`config.mk`:
```
export PLATFORM = sky130hd
export DESIGN_NAME = mem_responder
export DESIGN_NICKNAME = d
export VERILOG_FILES = /design/src/rtl/mem_responder.sv
export SDC_FILE = /design/constraint.sdc
export NUM_CORES = 1
export LEC_CHECK = 0
export CORE_UTILIZATION = 40
export CTS_CLUSTER_DIAMETER = 60
export DETAILED_ROUTE_END_ITERATION = 10
export PLACE_DENSITY = 0.77
export SLEW_MARGIN = 30
export SYNTH_ARGS = -nofsm -noshare
export SYNTH_HDL_FRONTEND = slang
export SYNTH_SLANG_ARGS = --single-unit
```
`constraint.sdc`:
```
create_clock -name Clk -period 2.2 [get_ports Clk]
set_input_delay 0.66 -clock Clk [delete_from_list [all_inputs] [get_ports Clk]]
set_output_delay 0.66 -clock Clk [all_outputs]
set_load 0.1 [all_outputs]
```
`src/rtl/mem_responder.sv`:
```
// Memory-side responder for the SLC3 MAR/MDR interface.
// Turns a level-held CPU read/write request into one wait-stated access on an
// asynchronous SRAM, or into a single memory-mapped I/O access at IO_ADDR
// (switch input on read, hex display register on write). Completion is
// signalled by a one-cycle R pulse. The request must then drop before another
// access can start.
module mem_responder #(
    parameter int                ADDR_W      = 16,
    parameter int                DATA_W      = 16,
    // Extra strobe cycles beyond one. The legal range is 0..7 because the
    // counter is 3 bits wide.
    parameter int                WAIT_STATES = 2,
    parameter logic [ADDR_W-1:0] IO_ADDR     = ADDR_W'(16'hFFFF)
) (
    input  logic              Clk,
    input  logic              Reset,
    input  logic [ADDR_W-1:0] MAR,
    input  logic [DATA_W-1:0] MDR_wdata,
    input  logic              Mem_OE,
    input  logic              Mem_WE,
    input  logic [DATA_W-1:0] SW,
    output logic [DATA_W-1:0] Mem_rdata,
    output logic              R,
    output logic [DATA_W-1:0] hex_out,
    output logic [ADDR_W-1:0] sram_addr,
    output logic [DATA_W-1:0] sram_wdata,
    input  logic [DATA_W-1:0] sram_rdata,
    output logic              sram_ce_n,
    output logic              sram_oe_n,
    output logic              sram_we_n
);

    typedef enum logic [1:0] {
        IDLE    = 2'd0,
        ACCESS  = 2'd1,
        DONE    = 2'd2,
        RELEASE = 2'd3
    } state_t;

    localparam logic [2:0] WS_LAST = 3'(WAIT_STATES);

    state_t            state_q, state_d;
    logic [2:0]        cnt_q, cnt_d;
    logic              wr_q, wr_d;
    logic [DATA_W-1:0] rdata_q, rdata_d;
    logic [DATA_W-1:0] hex_q, hex_d;
    logic [ADDR_W-1:0] addr_q, addr_d;
    logic [DATA_W-1:0] wdata_q, wdata_d;
    logic              ce_n_q, ce_n_d;
    logic              oe_n_q, oe_n_d;
    logic              we_n_q, we_n_d;
    logic              req;

    assign req = Mem_OE | Mem_WE;

    // State register and registered outputs. Reset drops the SRAM strobes
    // immediately, even in the middle of an access.
    always_ff @(posedge Clk or negedge Reset) begin
        if (!Reset) begin
            state_q <= IDLE;
            cnt_q   <= 3'd0;
            wr_q    <= 1'b0;
            rdata_q <= '0;
            hex_q   <= '0;
            addr_q  <= '0;
            wdata_q <= '0;
            ce_n_q  <= 1'b1;
            oe_n_q  <= 1'b1;
            we_n_q  <= 1'b1;
        end else begin
            state_q <= state_d;
            cnt_q   <= cnt_d;
            wr_q    <= wr_d;
            rdata_q <= rdata_d;
            hex_q   <= hex_d;
            addr_q  <= addr_d;
            wdata_q <= wdata_d;
            ce_n_q  <= ce_n_d;
            oe_n_q  <= oe_n_d;
            we_n_q  <= we_n_d;
        end
    end

    // Next-state logic. The strobe values are computed one cycle ahead so that
    // the strobe pins come straight from flops.
    always_comb begin
        state_d = state_q;
        cnt_d   = cnt_q;
        wr_d    = wr_q;
        rdata_d = rdata_q;
        hex_d   = hex_q;
        addr_d  = addr_q;
        wdata_d = wdata_q;
        ce_n_d  = ce_n_q;
        oe_n_d  = oe_n_q;
        we_n_d  = we_n_q;

        case (state_q)
            IDLE: begin
                if (req) begin
                    // Sample the address and data once. A write wins when
                    // both request lines are high.
                    addr_d  = MAR;
                    wdata_d = MDR_wdata;
                    wr_d    = Mem_WE;
                    cnt_d   = 3'd0;
                    if (MAR == IO_ADDR) begin
                        state_d = DONE;
                        if (Mem_WE) begin
                            hex_d = MDR_wdata;
                        end else begin
                            rdata_d = SW;
                        end
                    end else begin
                        state_d = ACCESS;
                        ce_n_d  = 1'b0;
                        oe_n_d  = Mem_WE;
                        we_n_d  = !Mem_WE;
                    end
                end
            end

            ACCESS: begin
                // Runs to completion even if the request drops in the middle.
                if (cnt_q == WS_LAST) begin
                    state_d = DONE;
                    ce_n_d  = 1'b1;
                    oe_n_d  = 1'b1;
                    we_n_d  = 1'b1;
                    if (!wr_q) begin
                        rdata_d = sram_rdata;
                    end
                end else begin
                    cnt_d = cnt_q + 3'd1;
                end
            end

            DONE: begin
                state_d = RELEASE;
            end

            RELEASE: begin
                // Wait for the CPU to drop its request, so that a held
                // request cannot start a second access.
                if (!req) begin
                    state_d = IDLE;
                end
            end

            default: begin
                state_d = IDLE;
            end
        endcase
    end

    assign R          = (state_q == DONE);
    assign Mem_rdata  = rdata_q;
    assign hex_out    = hex_q;
    assign sram_addr  = addr_q;
    assign sram_wdata = wdata_q;
    assign sram_ce_n  = ce_n_q;
    assign sram_oe_n  = oe_n_q;
    assign sram_we_n  = we_n_q;

endmodule

```
==> metrics.md <==
| Metric | Value |
|---|---|
| Final setup vio count | 0 |
| Synthesized area per cell | around 15 sq um |
| Syn_nets | roughly 300 |
| Final nets | 448 |
| CP delay by family, top | simple AND/OR/NAND/NOR gates |
| Min cycle time layout | 2.13 ns |
| CTS Root Buffer Type | clkbuf_8 |
| Router iterations before antenna repair | 3 |
| Ant diodes | 0 |
| Hold Fails Final Rpt | 0 |
| Worst-Margin Slew | ~0.38 ns |
| Max Fanout on Critical Path | 6 |
| Placeable Area | slightly below 8000 sq um |
| Max-slew violations | 0 |
| Reg-to-Reg Start | state_q[0] |
| Asr flop ratio synth | 1.00 |
| Total Routed Length | around 7500 microns |
| Critical path's slowest cell | clkdlybuf4s50_1 |
| First-pass GRT wire length | between 10,000 and 15,000 microns |
| CP Launch Type | input pin |
| Die Wd | around 93 microns |
| Critical Path RT | roughly 2.4 ns |
| Remaining routing DRC violations | 0 |
| Slowest cell delay on critical path | around 0.51 ns |
| IO Pins | 136 |
| RSZ-0062 raised after global routing | no |
| Sink Count | 73 |
| Seq/Total Area, Yosys | 0.558 |
| Worst hold slack | around 0.24 ns |
| Largest net degree at the start of global routing | 35 |
| Buf/Inv on CP | 2 |
| DIE AREA | approximately 8600 sq um |
| Peak Freq | approximately 470 MHz |
| Yosys warning count | 0 |
| Routed vias | about 2,400 |
| Arrival time worst endpoint | 2.35 ns |
| Worst setup path category | in2reg |
| Outcome | finished, final reports clean |
| Antenna violations before repair | 0 |
| Vias per Instance | between 4 and 5 |
| EDFF count, synth | 0 |
| Synth Flop Type | dfrtp_1 |
| Synthesized flop and latch total | 73 |
| Post-synth cell types | 31 |
| DR WL/cell | 15.5 microns |
| Vias in the first global route | about 2,600 |
| R2R depth | 6 |
| CTS Buffer Depth | 2 |
| CP cell instances | clkdlybuf4s50_1, nand4_1, nor4_4, and3_4, clkbuf_16, mux2_4 |
| Hold crit path type | in2async |
| FILL cells | between 600 and 700 |
| Multi-input gate area | ~1400 sq um |
| Final Skew | roughly 0.0068 ns |
| Synth-to-layout area growth | 52.2% |
| Clock-pin transition on the worst setup and hold timing paths | 0.08 ns |
| Max_slew headroom | 0.747 |
| Critical path endpoint category | register |
| Layout cells sized above 1 | 0.513 |
| Die span in y | between 90 and 100 microns |
| Global Route Usage Sum | 0.185 |
| R2R setup slack | approximately 0.12 ns |
| IO Port Bufs | about 140 |
| Worst reg2reg endpoint | sram_ce_n |
| Sequential cell area | 1830 sq um |
| Mapped Area | around 3300 sq um |
| MaxCap Viol Count | 0 |
| Post-Syn Instances | about 220 |
| Crit share post-route | 0.969 |
| Initial DRC count | 73 |
| GRT Residual Overflow | 0 |
| Num CTS Buffers | 9 |
| Initial core utilization | 0.418 |
| CTS tree | built |
| Clock Latency Late Sink | between 0.3 and 0.4 ns |
| DPL Wire Length | between 5000 and 6000 microns |
| Cell row count | 32 |
| H-Tree Depth | 3 |
| RD Place Congestion | between 0.7 and 0.8 |
| Antenna-violating nets left | 0 |
worst max-delay path by stage:
stage | start | endpoint | slack, ns | depth (start not counted)
2_1_floorplan | MAR[6] | hex_out[10] | 0.08 | 6
3_3_place_gp | MAR[6] | hex_out[0] | -0.34 | 6
4_1_cts | MAR[8] | hex_out[15] | 0.02 | 6
3_5_place_dp | MAR[9] | hex_out[15] | -0.38 | 6
5_1_grt | MAR[2] | hex_out[9] | 0.004 | 6
6_report | MAR[8] | hex_out[9] | 0.07 | 6
synthesized netlist by cell type (2+ instances only):
master,number,area (sq um)
nand2b_1,2,12.5
dfstp_2,3,78.8
ha_1,7,87.6
mux2_2,72,811
a21oi_1,3,15.0
mux2i_1,4,40.0
o21ai_0,5,25.0
dfrtp_1,70,1750
mux2_4,10,150
buf_2,3,15.0
inv_1,6,22.5
buf_6,2,22.5
nand2_1,5,18.8
clkbuf_1,4,15.0
nand4_1,3,18.8
nor2_1,5,18.8
a22o_1,4,35.0
registers in the layout (all words and copies together) (netlist names):
signal and cells:
Mem_rdata 16, state_q 2, sram_wdata 16, hex_out 16, sram_oe_n 1, sram_we_n 1, wr_q 1, cnt_q 3
sram_ce_n 1, sram_addr 16
layout by cell type, fill, tap and decap left out, types with 2 or more instances in the layout:
cell type / netlist / layout
dlymetal6s2s_1: 0 / 4
mux2_2: 72 / 72
o21ai_0: 5 / 5
buf_4: 0 / 74
a22o_1: 4 / 4
dfrtp_1: 70 / 70
clkdlybuf4s50_1: 0 / 62
clkbuf_8: 0 / 9
ha_1: 7 / 7
inv_1: 6 / 6
nand4_1: 3 / 3
mux2_4: 10 / 10
a21oi_1: 3 / 3
nand2b_1: 2 / 2
nor2_1: 5 / 5
buf_12: 1 / 9
nand2_1: 5 / 5
clkinv_2: 0 / 3
mux2i_1: 4 / 4
clkinvlp_4: 0 / 2
dfstp_2: 3 / 3
metrics by stage:
stage | setup TNS, ns | instances | area [sq um] | utilization | setup slack (ns)
CTS | 0 | 479 | 4950 | 0.630 | 0.0210
global route | 0 | 480 | 5000 | 0.637 | 0.00435
finish | 0 | 480 | 5000 | 0.637 | 0.0685
detailed placement | -12.61 | 462 | 4730 | 0.603 | -0.375
floorplan | 0 | 222 | 3280 | - | 0.0812
global placement | -10.94 | 462 | 4730 | 0.603 | -0.342
layout make-up:
class | instances | area share
clock buffer | 9 | 0.0248
clock inverter | 7 | 0.0138
inverter | 6 | 0.00451
multi-input combinational | 132 | 0.277
sequential | 73 | 0.366
tap | 102 | 0.0255
timing repair buffer | 151 | 0.289
repair_timing:
item,CTS,global route
buffers inserted,1,0
hold buffers,0,0
endpoints found under the hold margin,0,0
gates cloned,0,1
pin swaps,2,4
setup endpoints to repair,16,33
resized for setup,1,7
worst register-to-register path, delay by kind of cell, from the launching register on:
family	cells	cell delay (ns)
AOI/OAI and AO/OA	2	0.64
DFF	1	0.42
muxes	1	0.37
adders and majority gates	1	0.34
and+or+nand+nor	1	0.13
buffers and inverters	1	0.12
kinds of logic after synthesis:
kind of cell             after synthesis  synth area share
AO/OA/AOI/OAI                         17            0.0392
AND/OR/NAND/NOR                       22            0.0415
flip-flops                            73             0.558
adder cells (fa/ha/maj)                7            0.0267
multiplexers                          86             0.305
buffers and inverters                 17            0.0301
metal layers:
metal	global-route usage	wire length (microns)
met4	0.0508	61
met5	0	0
met3	0.0764	774
met2	0.307	3620
met1	0.219	3000
Power is left out: the tool's default activity adds up to more than one toggle a clock period on the data nets, which glitch-free logic cannot reach.
